===== src/rtl/perceptron_trainer.sv =====
// Training controller for a 3-input FP16 perceptron: owns the sample store and weights,
// sequences the external sum/activation/update datapath and repeats epochs until clean or limit.
module perceptron_trainer #(
    parameter int TAM       = 16,
    parameter int N_SAMPLES = 4,
    parameter int AW        = 2,
    parameter int SETTLE    = 2,
    parameter int MAX_EPOCH = 16,
    parameter int EW        = 8
) (
    input  logic            clk,
    input  logic            rst,
    input  logic            start,
    input  logic            load_we,
    input  logic [AW-1:0]   load_addr,
    input  logic [TAM-1:0]  load_in0,
    input  logic [TAM-1:0]  load_in1,
    input  logic [TAM-1:0]  load_in2,
    input  logic [TAM-1:0]  load_d,
    input  logic [TAM-1:0]  w_init0,
    input  logic [TAM-1:0]  w_init1,
    input  logic [TAM-1:0]  w_init2,
    output logic [TAM-1:0]  dp_in0,
    output logic [TAM-1:0]  dp_in1,
    output logic [TAM-1:0]  dp_in2,
    output logic [TAM-1:0]  dp_w0,
    output logic [TAM-1:0]  dp_w1,
    output logic [TAM-1:0]  dp_w2,
    output logic [TAM-1:0]  dp_d,
    output logic            calc_en,
    output logic            upd_en,
    input  logic [TAM-1:0]  y_in,
    input  logic [TAM-1:0]  w_upd0,
    input  logic [TAM-1:0]  w_upd1,
    input  logic [TAM-1:0]  w_upd2,
    output logic            busy,
    output logic            done,
    output logic            converged,
    output logic [EW-1:0]   epoch_cnt,
    output logic [AW:0]     err_cnt
);

    localparam int CW = $clog2(SETTLE + 1);

    typedef enum logic [2:0] {
        S_IDLE  = 3'd0,
        S_FETCH = 3'd1,
        S_CALC  = 3'd2,
        S_EVAL  = 3'd3,
        S_UPD   = 3'd4,
        S_NEXT  = 3'd5,
        S_DONE  = 3'd6
    } state_t;

    state_t                 state_r;
    logic [CW-1:0]          cnt_r;
    logic [AW-1:0]          idx_r;
    logic [4*TAM-1:0]       mem_r [N_SAMPLES];

    logic                   load_ok_s;
    logic                   last_idx_s;
    logic                   last_epoch_s;
    logic                   settle_last_s;
    logic [EW-1:0]          epoch_inc_s;

    assign load_ok_s     = load_we && !busy && ({1'b0, load_addr} < (AW+1)'(N_SAMPLES));
    assign last_idx_s    = (idx_r == AW'(N_SAMPLES - 1));
    assign settle_last_s = (cnt_r == CW'(SETTLE - 1));
    // Saturating epoch increment; the limit test uses the pre-increment count plus one.
    assign epoch_inc_s   = (epoch_cnt == {EW{1'b1}}) ? epoch_cnt : epoch_cnt + EW'(1);
    assign last_epoch_s  = (({1'b0, epoch_cnt} + (EW+1)'(1)) == (EW+1)'(MAX_EPOCH));

    // Sample store: written only while idle/done, never cleared by reset.
    always_ff @(posedge clk) begin
        if (load_ok_s) begin
            mem_r[load_addr] <= {load_in0, load_in1, load_in2, load_d};
        end
    end

    // Sequencer with registered datapath controls, weights and status.
    always_ff @(posedge clk or posedge rst) begin
        if (rst) begin
            state_r   <= S_IDLE;
            cnt_r     <= '0;
            idx_r     <= '0;
            dp_in0    <= '0;
            dp_in1    <= '0;
            dp_in2    <= '0;
            dp_d      <= '0;
            dp_w0     <= '0;
            dp_w1     <= '0;
            dp_w2     <= '0;
            calc_en   <= 1'b0;
            upd_en    <= 1'b0;
            busy      <= 1'b0;
            done      <= 1'b0;
            converged <= 1'b0;
            epoch_cnt <= '0;
            err_cnt   <= '0;
        end else begin
            case (state_r)
                S_IDLE, S_DONE: begin
                    if (start) begin
                        dp_w0     <= w_init0;
                        dp_w1     <= w_init1;
                        dp_w2     <= w_init2;
                        idx_r     <= '0;
                        epoch_cnt <= '0;
                        err_cnt   <= '0;
                        done      <= 1'b0;
                        converged <= 1'b0;
                        busy      <= 1'b1;
                        state_r   <= S_FETCH;
                    end else begin
                        state_r   <= state_r;
                    end
                end
                S_FETCH: begin
                    {dp_in0, dp_in1, dp_in2, dp_d} <= mem_r[idx_r];
                    cnt_r   <= '0;
                    calc_en <= 1'b1;
                    state_r <= S_CALC;
                end
                S_CALC: begin
                    if (settle_last_s) begin
                        state_r <= S_EVAL;
                    end else begin
                        cnt_r   <= cnt_r + CW'(1);
                    end
                end
                S_EVAL: begin
                    // Bitwise compare: +0 and -0 are deliberately treated as different.
                    if (y_in != dp_d) begin
                        cnt_r   <= '0;
                        upd_en  <= 1'b1;
                        state_r <= S_UPD;
                    end else begin
                        calc_en <= 1'b0;
                        state_r <= S_NEXT;
                    end
                end
                S_UPD: begin
                    if (settle_last_s) begin
                        dp_w0   <= w_upd0;
                        dp_w1   <= w_upd1;
                        dp_w2   <= w_upd2;
                        err_cnt <= err_cnt + (AW+1)'(1);
                        calc_en <= 1'b0;
                        upd_en  <= 1'b0;
                        state_r <= S_NEXT;
                    end else begin
                        cnt_r   <= cnt_r + CW'(1);
                    end
                end
                S_NEXT: begin
                    if (!last_idx_s) begin
                        idx_r   <= idx_r + AW'(1);
                        state_r <= S_FETCH;
                    end else begin
                        epoch_cnt <= epoch_inc_s;
                        if (err_cnt == '0) begin
                            converged <= 1'b1;
                            done      <= 1'b1;
                            busy      <= 1'b0;
                            state_r   <= S_DONE;
                        end else if (last_epoch_s) begin
                            converged <= 1'b0;
                            done      <= 1'b1;
                            busy      <= 1'b0;
                            state_r   <= S_DONE;
                        end else begin
                            idx_r     <= '0;
                            err_cnt   <= '0;
                            state_r   <= S_FETCH;
                        end
                    end
                end
                default: begin
                    calc_en <= 1'b0;
                    upd_en  <= 1'b0;
                    busy    <= 1'b0;
                    state_r <= S_IDLE;
                end
            endcase
        end
    end

endmodule


===== config.mk =====
export PLATFORM = sky130hd
export DESIGN_NAME = perceptron_trainer
export DESIGN_NICKNAME = d
export VERILOG_FILES = /design/src/rtl/perceptron_trainer.sv
export SDC_FILE = /design/constraint.sdc
export NUM_CORES = 1
export LEC_CHECK = 0
export ABC_AREA = 0
export CAP_MARGIN = 0
export CELL_PAD_IN_SITES_DETAIL_PLACEMENT = 1
export CELL_PAD_IN_SITES_GLOBAL_PLACEMENT = 2
export CORE_MARGIN = 8
export CORE_UTILIZATION = 49
export CTS_CLUSTER_DIAMETER = 60
export DETAILED_ROUTE_END_ITERATION = 6
export DONT_BUFFER_PORTS = 1
export PLACE_DENSITY_LB_ADDON = 0.1
export SLEW_MARGIN = 10
export SYNTH_ARGS = -nofsm -noshare
export SYNTH_HDL_FRONTEND = slang
export SYNTH_SLANG_ARGS = --single-unit
export TNS_END_PERCENT = 100

===== constraint.sdc =====
create_clock -name clk -period 15.3 [get_ports clk]
set_input_delay 3.06 -clock clk [delete_from_list [all_inputs] [get_ports clk]]
set_output_delay 3.06 -clock clk [all_outputs]
set_load 0.02 [all_outputs]

==> out/results.ini <==
[run_status]
status = complete, no violations

[sta]
finalHoldWorstSlack_ps = 597
max_freq_mhz = 235
worst_pin_slew_ps = 1060
final-setup-viol-count = 0
period_needed_ps = 4250
setup_ws_ps = 11050
fin_setup_tns_ps = 0
hold_viol = 0
fin_crit_sh_pct = 27.8
finClkSkew_ps = 14.3
slew_violations = 0
rsz0062_at_grt = no
relSlewSlack_pct = 29.0

[pwr]
leakagePower_nw = 5.83
power_density_nw_per_um2 = 193
p_int_mw = 2.21
switching_share_pct = 33.2
pwr-share-seq_pct = 52.3
comb_power_share_pct = 18.6
p_switching_mw = 1.10
p_clk_share_pct = 29.1
finalPower_mw = 3.31
ir_worst_vdd_uv = 116

[logic_synthesis]
synth-seq-cells = 391
synth_edf_count = 256
syn_inst = 881
synth_cell_type_count = 60
async_flop_share_pct = 34.5
seq_area_frac_synth_pct = 71.1
synth_area_per_cell_sq_um = 17.7
synthFlopType = edfxtp_1
syn_area_sq_um = 15600
syn-num-nets = 1068
yosys_warnings = 0

[floorplanning]
initial_utilization_pct = 49.6
io_pins = 310
row_count = 65
die_x_um = 194
die_y_um = 194
dieArea_sq_um = 37700
coreArea_sq_um = 31400

[finish]
stdcell_area_sq_um = 17200
nets = 1072
fin_util_pct = 54.8
antennaDiodeCount = 0
layout-drive-gt1-share_pct = 23.2
fillers = 2784
fin_cells = 1319
syn2layout_area_growth_pct = 10.6

[route]
routed_wl_um = 36000
drtIter0Drc = 358
drcViolationCount = 0
wire_per_inst_um = 27.3
vias = 7726
drtPass1Iterations = 4
routed_via_density = 5.86
ant_nets = 0

[global_route]
antenna_found_initial = 0
grt_pass1_wl_um = 55500
grt.total_usage_pct = 19.0
grt_pass1_vias = 8719
grt-ovfl-total = 0
grt_start_max_net_pins = 97

[cts]
hold_buffers = 0
post-cts-setup-buffers = 0
cts_made_buffers = 41
clk-insertion-delay-late_ps = 530
cts_resized = 0
cts_num_sinks = 391
path_clk_slew_ps = 60
cts_tree = done
h-tree-depth = 2
clk_path_buf_depth = 3
ctsRootBufferMaster = clkbuf_16

[place]
place_inst = 1244
port_buffers = 0
gp_congestion = 0.765
place_area_sq_um = 15900
place_hpwl_um = 23400
pre_cts_slack_ps = 10510

[setup_path]
crit_fanout = 6
cp.arrival_ps = 1190
cp-end-kind = primary output
start_kind = flip-flop
crit_type = flip-flop to primary output
cp.required_ps = 12240

[hold_path]
holdCritPathClass = flip-flop to flip-flop

[job]
cap_violations = 0

per-layer routing:
layer	vias up	GRT usage (%)	part of all wire [%]
met5	-	0	0
met4	0	5.01	2.2
met3	50	7.45	9.2
met2	253	33.7	52
met1	3995	21.1	37
li1	3428	-	-
cells in the mapped netlist, types with 2 or more instances:
cell type	instances	area share [%]
a21oi_1	59	1.9
a221oi_1	2	0.11
a31oi_1	4	0.16
and2_1	3	0.12
and4_1	3	0.17
buf_2	19	0.61
buf_4	11	0.53
buf_6	5	0.36
clkbuf_1	9	0.22
dfrtp_1	135	22
edfxtp_1	256	49
ha_1	5	0.40
inv_1	10	0.24
mux2_2	65	4.7
mux2i_1	53	3.4
mux4_2	64	9.3
nand2_1	16	0.39
nand2b_1	5	0.20
nand3_1	8	0.26
nand4_1	2	0.080
nor2_1	57	1.4
nor2b_1	3	0.12
nor3_1	4	0.13
nor4_1	5	0.20
nor4bb_1	2	0.13
o2111ai_1	2	0.11
o21ai_0	22	0.71
o22ai_1	2	0.080
o2bb2ai_1	2	0.11
o31ai_1	3	0.14
xor2_1	16	0.90
flip-flops by register name, summed over array words and instances, names as in the netlist:
signal	flops
busy	1
calc_en	1
cnt_r	2
converged	1
done	1
dp_d	16
dp_in0	16
dp_in1	16
dp_in2	16
dp_w0	16
dp_w1	16
dp_w2	16
epoch_cnt	8
err_cnt	3
idx_r	2
mem_r	256
state_r	3
upd_en	1
placed cells by master, fill, tap and decap left out, types with 6 or more instances in the layout:
cell	n
buf_4	7
clkbuf_16	41
nor2_1	57
edfxtp_1	256
mux4_2	64
xor2_1	16
o21ai_0	22
clkinv_2	6
nand3_1	8
mux2i_1	53
mux2_2	65
clkbuf_1	13
a21oi_1	59
dfrtp_1	133
nand2_1	16
inv_1	9
worst paths after layout:
kind	from	end	slack, ps	depth (start not counted)
setup / recovery	busy	busy	11050	0
hold / removal	cnt_r[0]	cnt_r[0]	600	1
setup reg to reg	state_r[0]	dp_in0[2]	12600	3
hold reg to reg	cnt_r[0]	cnt_r[0]	600	1
max in group asynchronous	rst	dp_in1[9]	11430	2
min in group asynchronous	rst	dp_w2[0]	2590	1
layout make-up:
type                       count  area, sq um  area share [%]
tap                          402          503            2.92
clock buffer                  56         1100            6.41
clock inverter                19          205            1.19
timing repair buffer           7         52.6           0.305
sequential                   391        11100            64.4
multi-input combinational    434         4220            24.5
inverter                      10         42.5           0.247
cell families after synthesis:
kind of cell               after synthesis  synth area share, %
buffers and inverters                   56                 2.02
adders and majority gates                5                0.402
muxes                                  182                 17.4
DFF                                    391                 71.1
xor gates and xnor gates                16                0.901
AOI/OAI and AO/OA                      112                 4.32
and+or+nand+nor                        119                 3.84
power by group through the flow:
| stage | registers, mW | logic (mW) | clock network (mW) |
|---|---|---|---|
| detailed placement | 1.77 | 0.628 | 0 |
| global placement | 1.76 | 0.595 | 0 |
| finish | 1.73 | 0.617 | 0.964 |
| CTS | 1.75 | 0.632 | 0.993 |
| global route | 1.77 | 0.688 | 1.03 |
| floorplan | 1.62 | 0.584 | 0 |
(Power assumes the default switching activity.)
